[config.mk]
export PLATFORM = sky130hd
export DESIGN_NAME = bp_cfg_boot_sequencer
export DESIGN_NICKNAME = d
export VERILOG_FILES = /design/src/rtl/bp_cfg_boot_sequencer.sv
export SDC_FILE = /design/constraint.sdc
export NUM_CORES = 1
export LEC_CHECK = 0
export BUFFER_PORTS_ARGS = -buffer_cell sky130_fd_sc_hd__buf_2
export CORE_MARGIN = 2
export CORE_UTILIZATION = 54
export CTS_CLUSTER_SIZE = 12
export DETAILED_ROUTE_END_ITERATION = 16
export PLACE_DENSITY = 0.85
export SLEW_MARGIN = 20
export SYNTH_ARGS = -nofsm -noshare
export SYNTH_HDL_FRONTEND = slang
export SYNTH_SLANG_ARGS = --single-unit
[constraint.sdc]
create_clock -name clk_i -period 6.8 [get_ports clk_i]
set_clock_uncertainty 0.2 [all_clocks]
set_input_delay 0.34 -clock clk_i [delete_from_list [all_inputs] [get_ports clk_i]]
set_output_delay 0.34 -clock clk_i [all_outputs]
set_load 0.02 [all_outputs]
[src/rtl/bp_cfg_boot_sequencer.sv]
// Boot-time cfg-link master: per core freezes, writes core id, streams CCE microcode
// from an external ROM and sets CCE mode, then unfreezes every core and reports done.
module bp_cfg_boot_sequencer #(
    parameter int unsigned num_core_p        = 1,
    parameter int unsigned cfg_core_width_p  = 8,
    parameter int unsigned cfg_addr_width_p  = 16,
    parameter int unsigned cfg_data_width_p  = 64,
    parameter int unsigned cce_pc_width_p    = 8,
    parameter int unsigned cce_instr_width_p = 48,
    parameter int unsigned ucode_els_p       = 256
) (
    input  logic                         clk_i,
    input  logic                         reset_i,
    input  logic                         start_i,
    output logic [cce_pc_width_p-1:0]    rom_addr_o,
    output logic                         rom_v_o,
    input  logic [cce_instr_width_p-1:0] rom_data_i,
    output logic                         cfg_v_o,
    input  logic                         cfg_ready_i,
    output logic [cfg_core_width_p-1:0]  cfg_core_o,
    output logic [cfg_addr_width_p-1:0]  cfg_addr_o,
    output logic [cfg_data_width_p-1:0]  cfg_data_o,
    output logic                         busy_o,
    output logic                         done_o
);

    localparam int unsigned core_cnt_width_lp = (num_core_p > 1) ? $clog2(num_core_p) : 1;

    localparam logic [core_cnt_width_lp-1:0] core_last_lp = core_cnt_width_lp'(num_core_p - 1);
    localparam logic [cce_pc_width_p-1:0]    pc_last_lp   = cce_pc_width_p'(ucode_els_p - 1);

    localparam logic [cfg_addr_width_p-1:0] addr_freeze_lp = cfg_addr_width_p'(32'h0000_0000);
    localparam logic [cfg_addr_width_p-1:0] addr_core_id_lp = cfg_addr_width_p'(32'h0000_0001);
    localparam logic [cfg_addr_width_p-1:0] addr_cce_mode_lp = cfg_addr_width_p'(32'h0000_0002);
    localparam logic [cfg_addr_width_p-1:0] addr_ucode_lp = cfg_addr_width_p'(32'h0000_8000);

    typedef enum logic [2:0] {
        S_RESET,
        S_FREEZE,
        S_COREID,
        S_FETCH,
        S_SEND,
        S_MODE,
        S_UNFREEZE,
        S_DONE
    } state_e;

    state_e                          state_q, state_n;
    logic [core_cnt_width_lp-1:0]    core_q, core_n;
    logic [cce_pc_width_p-1:0]       pc_q, pc_n;
    logic                            capture_q, capture_n;
    logic [cfg_data_width_p-1:0]     data_q, data_n;

    logic                            accept;
    logic                            cfg_v_n;
    logic                            rom_v_n;
    logic [cce_pc_width_p-1:0]       rom_addr_n;
    logic [cfg_core_width_p-1:0]     cfg_core_n;
    logic [cfg_addr_width_p-1:0]     cfg_addr_n;
    logic                            busy_n;
    logic                            done_n;

    assign accept = cfg_v_o & cfg_ready_i;

    // Next state and counters; a write advances only when the current beat is accepted.
    always_comb begin
        state_n = state_q;
        core_n  = core_q;
        pc_n    = pc_q;
        case (state_q)
            S_RESET: begin
                state_n = S_FREEZE;
                core_n  = '0;
                pc_n    = '0;
            end
            S_FREEZE: begin
                if (accept) state_n = S_COREID;
            end
            S_COREID: begin
                if (accept) begin
                    state_n = S_FETCH;
                    pc_n    = '0;
                end
            end
            S_FETCH: begin
                state_n = S_SEND;
            end
            S_SEND: begin
                if (accept) begin
                    if (pc_q == pc_last_lp) begin
                        state_n = S_MODE;
                    end else begin
                        state_n = S_FETCH;
                        pc_n    = pc_q + cce_pc_width_p'(1);
                    end
                end
            end
            S_MODE: begin
                if (accept) begin
                    if (core_q == core_last_lp) begin
                        state_n = S_UNFREEZE;
                        core_n  = '0;
                    end else begin
                        state_n = S_FREEZE;
                        core_n  = core_q + core_cnt_width_lp'(1);
                    end
                end
            end
            S_UNFREEZE: begin
                if (accept) begin
                    if (core_q == core_last_lp) begin
                        state_n = S_DONE;
                    end else begin
                        core_n = core_q + core_cnt_width_lp'(1);
                    end
                end
            end
            S_DONE: begin
                if (start_i) begin
                    state_n = S_FREEZE;
                    core_n  = '0;
                end
            end
            default: begin
                state_n = S_RESET;
            end
        endcase
    end

    // Output values for the upcoming state; a stalled write recomputes identical fields.
    always_comb begin
        cfg_v_n    = 1'b0;
        rom_v_n    = 1'b0;
        rom_addr_n = '0;
        cfg_core_n = cfg_core_width_p'(core_n);
        cfg_addr_n = '0;
        data_n     = '0;
        busy_n     = 1'b1;
        done_n     = 1'b0;
        capture_n  = (state_q == S_FETCH) && (state_n == S_SEND);
        case (state_n)
            S_RESET: begin
                busy_n     = 1'b0;
                cfg_core_n = '0;
            end
            S_FREEZE: begin
                cfg_v_n    = 1'b1;
                cfg_addr_n = addr_freeze_lp;
                data_n     = cfg_data_width_p'(1);
            end
            S_COREID: begin
                cfg_v_n    = 1'b1;
                cfg_addr_n = addr_core_id_lp;
                data_n     = cfg_data_width_p'(core_n);
            end
            S_FETCH: begin
                rom_v_n    = 1'b1;
                rom_addr_n = pc_n;
            end
            S_SEND: begin
                cfg_v_n    = 1'b1;
                cfg_addr_n = addr_ucode_lp + cfg_addr_width_p'(pc_n);
                data_n     = capture_q ? cfg_data_width_p'(rom_data_i) : data_q;
            end
            S_MODE: begin
                cfg_v_n    = 1'b1;
                cfg_addr_n = addr_cce_mode_lp;
                data_n     = cfg_data_width_p'(1);
            end
            S_UNFREEZE: begin
                cfg_v_n    = 1'b1;
                cfg_addr_n = addr_freeze_lp;
                data_n     = '0;
            end
            S_DONE: begin
                busy_n     = 1'b0;
                done_n     = 1'b1;
                cfg_core_n = '0;
            end
            default: begin
                busy_n = 1'b0;
            end
        endcase
    end

    always_ff @(posedge clk_i or posedge reset_i) begin
        if (reset_i) begin
            state_q    <= S_RESET;
            core_q     <= '0;
            pc_q       <= '0;
            capture_q  <= 1'b0;
            data_q     <= '0;
            cfg_v_o    <= 1'b0;
            rom_v_o    <= 1'b0;
            rom_addr_o <= '0;
            cfg_core_o <= '0;
            cfg_addr_o <= '0;
            busy_o     <= 1'b0;
            done_o     <= 1'b0;
        end else begin
            state_q    <= state_n;
            core_q     <= core_n;
            pc_q       <= pc_n;
            capture_q  <= capture_n;
            data_q     <= data_n;
            cfg_v_o    <= cfg_v_n;
            rom_v_o    <= rom_v_n;
            rom_addr_o <= rom_addr_n;
            cfg_core_o <= cfg_core_n;
            cfg_addr_o <= cfg_addr_n;
            busy_o     <= busy_n;
            done_o     <= done_n;
        end
    end

    // The ROM word only arrives in SEND's first cycle, so it is forwarded then and held after.
    assign cfg_data_o = capture_q ? cfg_data_width_p'(rom_data_i) : data_q;

endmodule

==> qor.txt <==
======================================================================================================
Resized cells post-CTS                                                                               0
Hold Violations, Final                                                                               0
CTS H-tree lvls                                                                                      3
Count of buffers from port buffering                                                               137
Number of enable flip-flop cells after synthesis                                                     0
Fill count                                                                                         609
Portion of total power attributed to sequential cells                                            38.5%
Sum of net half-perimeters after detailed placement                                            6.58 mm
Number of DRC markers after the initial detailed-route iteration                                   144
Vias per cell                                                                                     5.14
Ratio of total power to cell area                                                           338 nW/um2
Global-route wire length before repair                                                         14.7 mm
Number of maximum-capacitance constraint violations                                                  0
Buffer count from post-CTS setup fixing                                                              0
Antenna cell count                                                                                   0
Routed wirelength normalized by instance count                                                 15.4 um
Grt met2 use                                                                                     34.3%
Sequential cell area in the final layout                                                      2480 um2
TritonCTS clock tree                                                                              done
Worst Setup Path Type                                                                     flip-flop to flip-flop
Detail Route Antenna Nets                                                                            0
Num CTS Buffers                                                                                      9
Slew at the pin closest to its max-slew limit                                                 0.764 ns
Routability-driven placement congestion ratio                                                    0.842
Number of clock sinks seen by CTS                                                                   99
Clock transition at the register clock pins on the worst setup and hold paths after CTS        0.09 ns
Post-CTS Hold Buffers                                                                                1
Run status                                                                                complete, no violations
Cell-internal power                                                                            1110 uW
Largest fanout of any net on the critical path                                                      70
Fin crit share                                                                                   40.1%
Total overflow reported by the global router                                                         0
Horiz. Die Dim                                                                                 94.8 um
Final wirelength                                                                               9.39 mm
Post-Synthesis Cells                                                                               371
FFs w/ async S/R, synth                                                                           100%
Vertical die dimension                                                                         94.8 um
Highest clock rate                                                                             366 MHz
Count of unique library cells instantiated by Yosys                                                 44
Root buffer cell                                                                              clkbuf_8
Least setup slack across all paths after layout                                                4.07 ns
RSZ-0062 raised after global routing                                                                no
Met3 layer usage reported by global route                                                        4.79%
Share of power burned in the clock network                                                       23.6%
Worst-Skew Late Latency                                                                        0.36 ns
Clock period minus final worst setup slack                                                     2.73 ns
Relative slew slack                                                                              49.0%
HP Class                                                                                  primary input to flip-flop
Routed via count                                                                                  3141
Residual DRC count                                                                                   0
Post-synth design cell area                                                                   4450 um2
Critical Path Source Type                                                                    flip-flop
Total Nets Final                                                                                   554
Required time of the critical path                                                             6.87 ns
Register bit count reported by yosys                                                                99
Worst-case vdd ir drop                                                                        0.195 mV
Pre-CTS WS                                                                                     4.10 ns
Non-filler cells in the finished layout                                                            611
Synth Warn #                                                                                         0
Total negative setup slack                                                                        0 ns
Combinational power share                                                                        38.0%
Starting density of the core                                                                     55.0%
Share of post-route cells with drive strength above 1                                            41.3%
Cell area reported after detailed placement                                                   5100 um2
Global-route usage over all layers                                                               21.3%
Maximum number of pins on one net before global-route repair                                        90
Layout area overhead                                                                             20.1%
Sw Pwr                                                                                          690 uW
Top flip-flop cell by instance count after synthesis                                           dfrtp_1
Crit path capture type                                                                       flip-flop
Switching Fraction                                                                               38.3%
Seq/Total Area, Yosys                                                                            55.7%
Inst Count DP                                                                                      594
Number of placed I/O pins                                                                          152
M1 GR Usage                                                                                      28.3%
Die Outline Area                                                                              8980 um2
Vias in the first global route                                                                    3008
Static power due to leakage                                                                 0.00288 uW
Area of the core region                                                                       8090 um2
Number of pins with negative max-slew slack in the final report                                      0
Number of setup violations in the final report                                                       0
Number of antenna violations at the first check in global routing                                    0
Max Root-Sink Buffers                                                                                2
WP data arrival                                                                                2.80 ns
Post-synthesis average cell area                                                              12.0 um2
First drt pass iteration count                                                                       4
Final instance area                                                                           5350 um2
Rows                                                                                                33
Gr busiest metal                                                                                  met2
Area used by multi-input combinational logic                                                  1750 um2
======================================================================================================
[power by group through the flow]
stage                     registers, uW  logic [uW]  clock network, uW
after CTS                           694         688                435
after detailed placement            705         685                  0
after global placement              702         678                  0
after global routing                705         745                457
final                               695         685                425
after floorplan                     689         585                  0
[per-layer routing]
metal / wire (um) / vias up
met5: 0 / -
met4: 156 / 0
met3: 625 / 14
met2: 4600 / 104
met1: 4010 / 1535
li1: - / 1488
[final cells by class]
cell class	instances	share of cell area, %
tap	105	2.46
clock inverter	5	1.54
inverter	10	0.749
sequential	99	46.4
clock buffer	11	2.83
multi-input combinational	241	32.7
timing repair buffer	140	13.4
[final timing paths]
path / from / to / slack (ns) / cells past startpoint
worst max-delay path: state_q[0] / data_q[45] / 4.07 / 4
worst min-delay path: rom_data_i[2] / data_q[2] / 0.14 / 3
worst max register to register: state_q[0] / data_q[45] / 4.07 / 4
worst min register to register: pc_q[1] / pc_q[1] / 0.34 / 1
max in group asynchronous: reset_i / capture_q / 5.18 / 4
min in group asynchronous: reset_i / data_q[33] / 0.21 / 3
[cell usage after synthesis, types with 2 or more instances]
library cell / instances / area share, %
o22ai_1: 2 / 0.28
nand2_1: 10 / 0.84
and3_1: 4 / 0.56
mux2_2: 48 / 12
or3_1: 2 / 0.28
inv_1: 10 / 0.84
a211oi_1: 3 / 0.51
a41oi_1: 2 / 0.39
buf_6: 7 / 1.8
and2_1: 5 / 0.70
nor3_1: 3 / 0.34
a31oi_1: 3 / 0.42
dfrtp_1: 99 / 56
o31ai_1: 2 / 0.34
o221ai_1: 2 / 0.39
nor2b_1: 84 / 12
clkbuf_1: 9 / 0.76
a21oi_1: 10 / 1.1
buf_2: 4 / 0.45
o21ai_0: 6 / 0.67
nand3_1: 7 / 0.79
a21o_1: 5 / 0.84
nand4_1: 3 / 0.42
buf_4: 14 / 2.4
nor2_1: 8 / 0.67
[registers in the layout (all words and copies together) (netlist names)]
signal      cells
pc_q            8
data_q         64
core_q          1
done_o          1
cfg_v_o         1
busy_o          1
state_q         3
cfg_addr_o      9
rom_v_o         1
cfg_core_o      1
rom_addr_o      8
capture_q       1
[cell usage in the layout, fill, tap and decap left out, types with 2 or more instances in the layout]
master and n:
buf_2 137, dfrtp_1 98, nor2b_1 84, mux2_2 48
conb_1 14, clkbuf_8 11, nand2_1 10, a21oi_1 10
inv_1 9, nor2_1 8, nand3_1 7, o21ai_0 6
a21o_1 5, and2_1 5, and3_1 4, nand4_1 3
nor3_1 3, a211oi_1 3, a31oi_1 3, or3_1 2
o221ai_1 2, o31ai_1 2, a41oi_1 2, o22ai_1 2
bufinv_16 2
[through the flow]
step	total power (uW)	utilization (%)	hold WS, ns
after detailed placement	1390	63.0	0.0440
after CTS	1820	66.0	0.130
final	1800	66.0	0.143
after global routing	1910	66.0	0.139
after global placement	1380	63.0	0.0409
after floorplan	1270	-	0.290
[critical path, stage by stage, from the launching register on]
cell and delay, ns:
dfrtp_1 0.60, or3_1 0.57, o211ai_4 0.31, nand3b_4 0.61
nor2b_1 0.34
[cell families after synthesis]
kind of cell | Yosys count | synth area share (%)
mux | 48 | 12.1
buf+inv | 44 | 6.19
simple gates | 133 | 17.9
other cells | 1 | 0.0843
flops | 99 | 55.7
compound gates | 45 | 7.70
fa+ha+maj | 1 | 0.281
(Power assumes the default switching activity.)
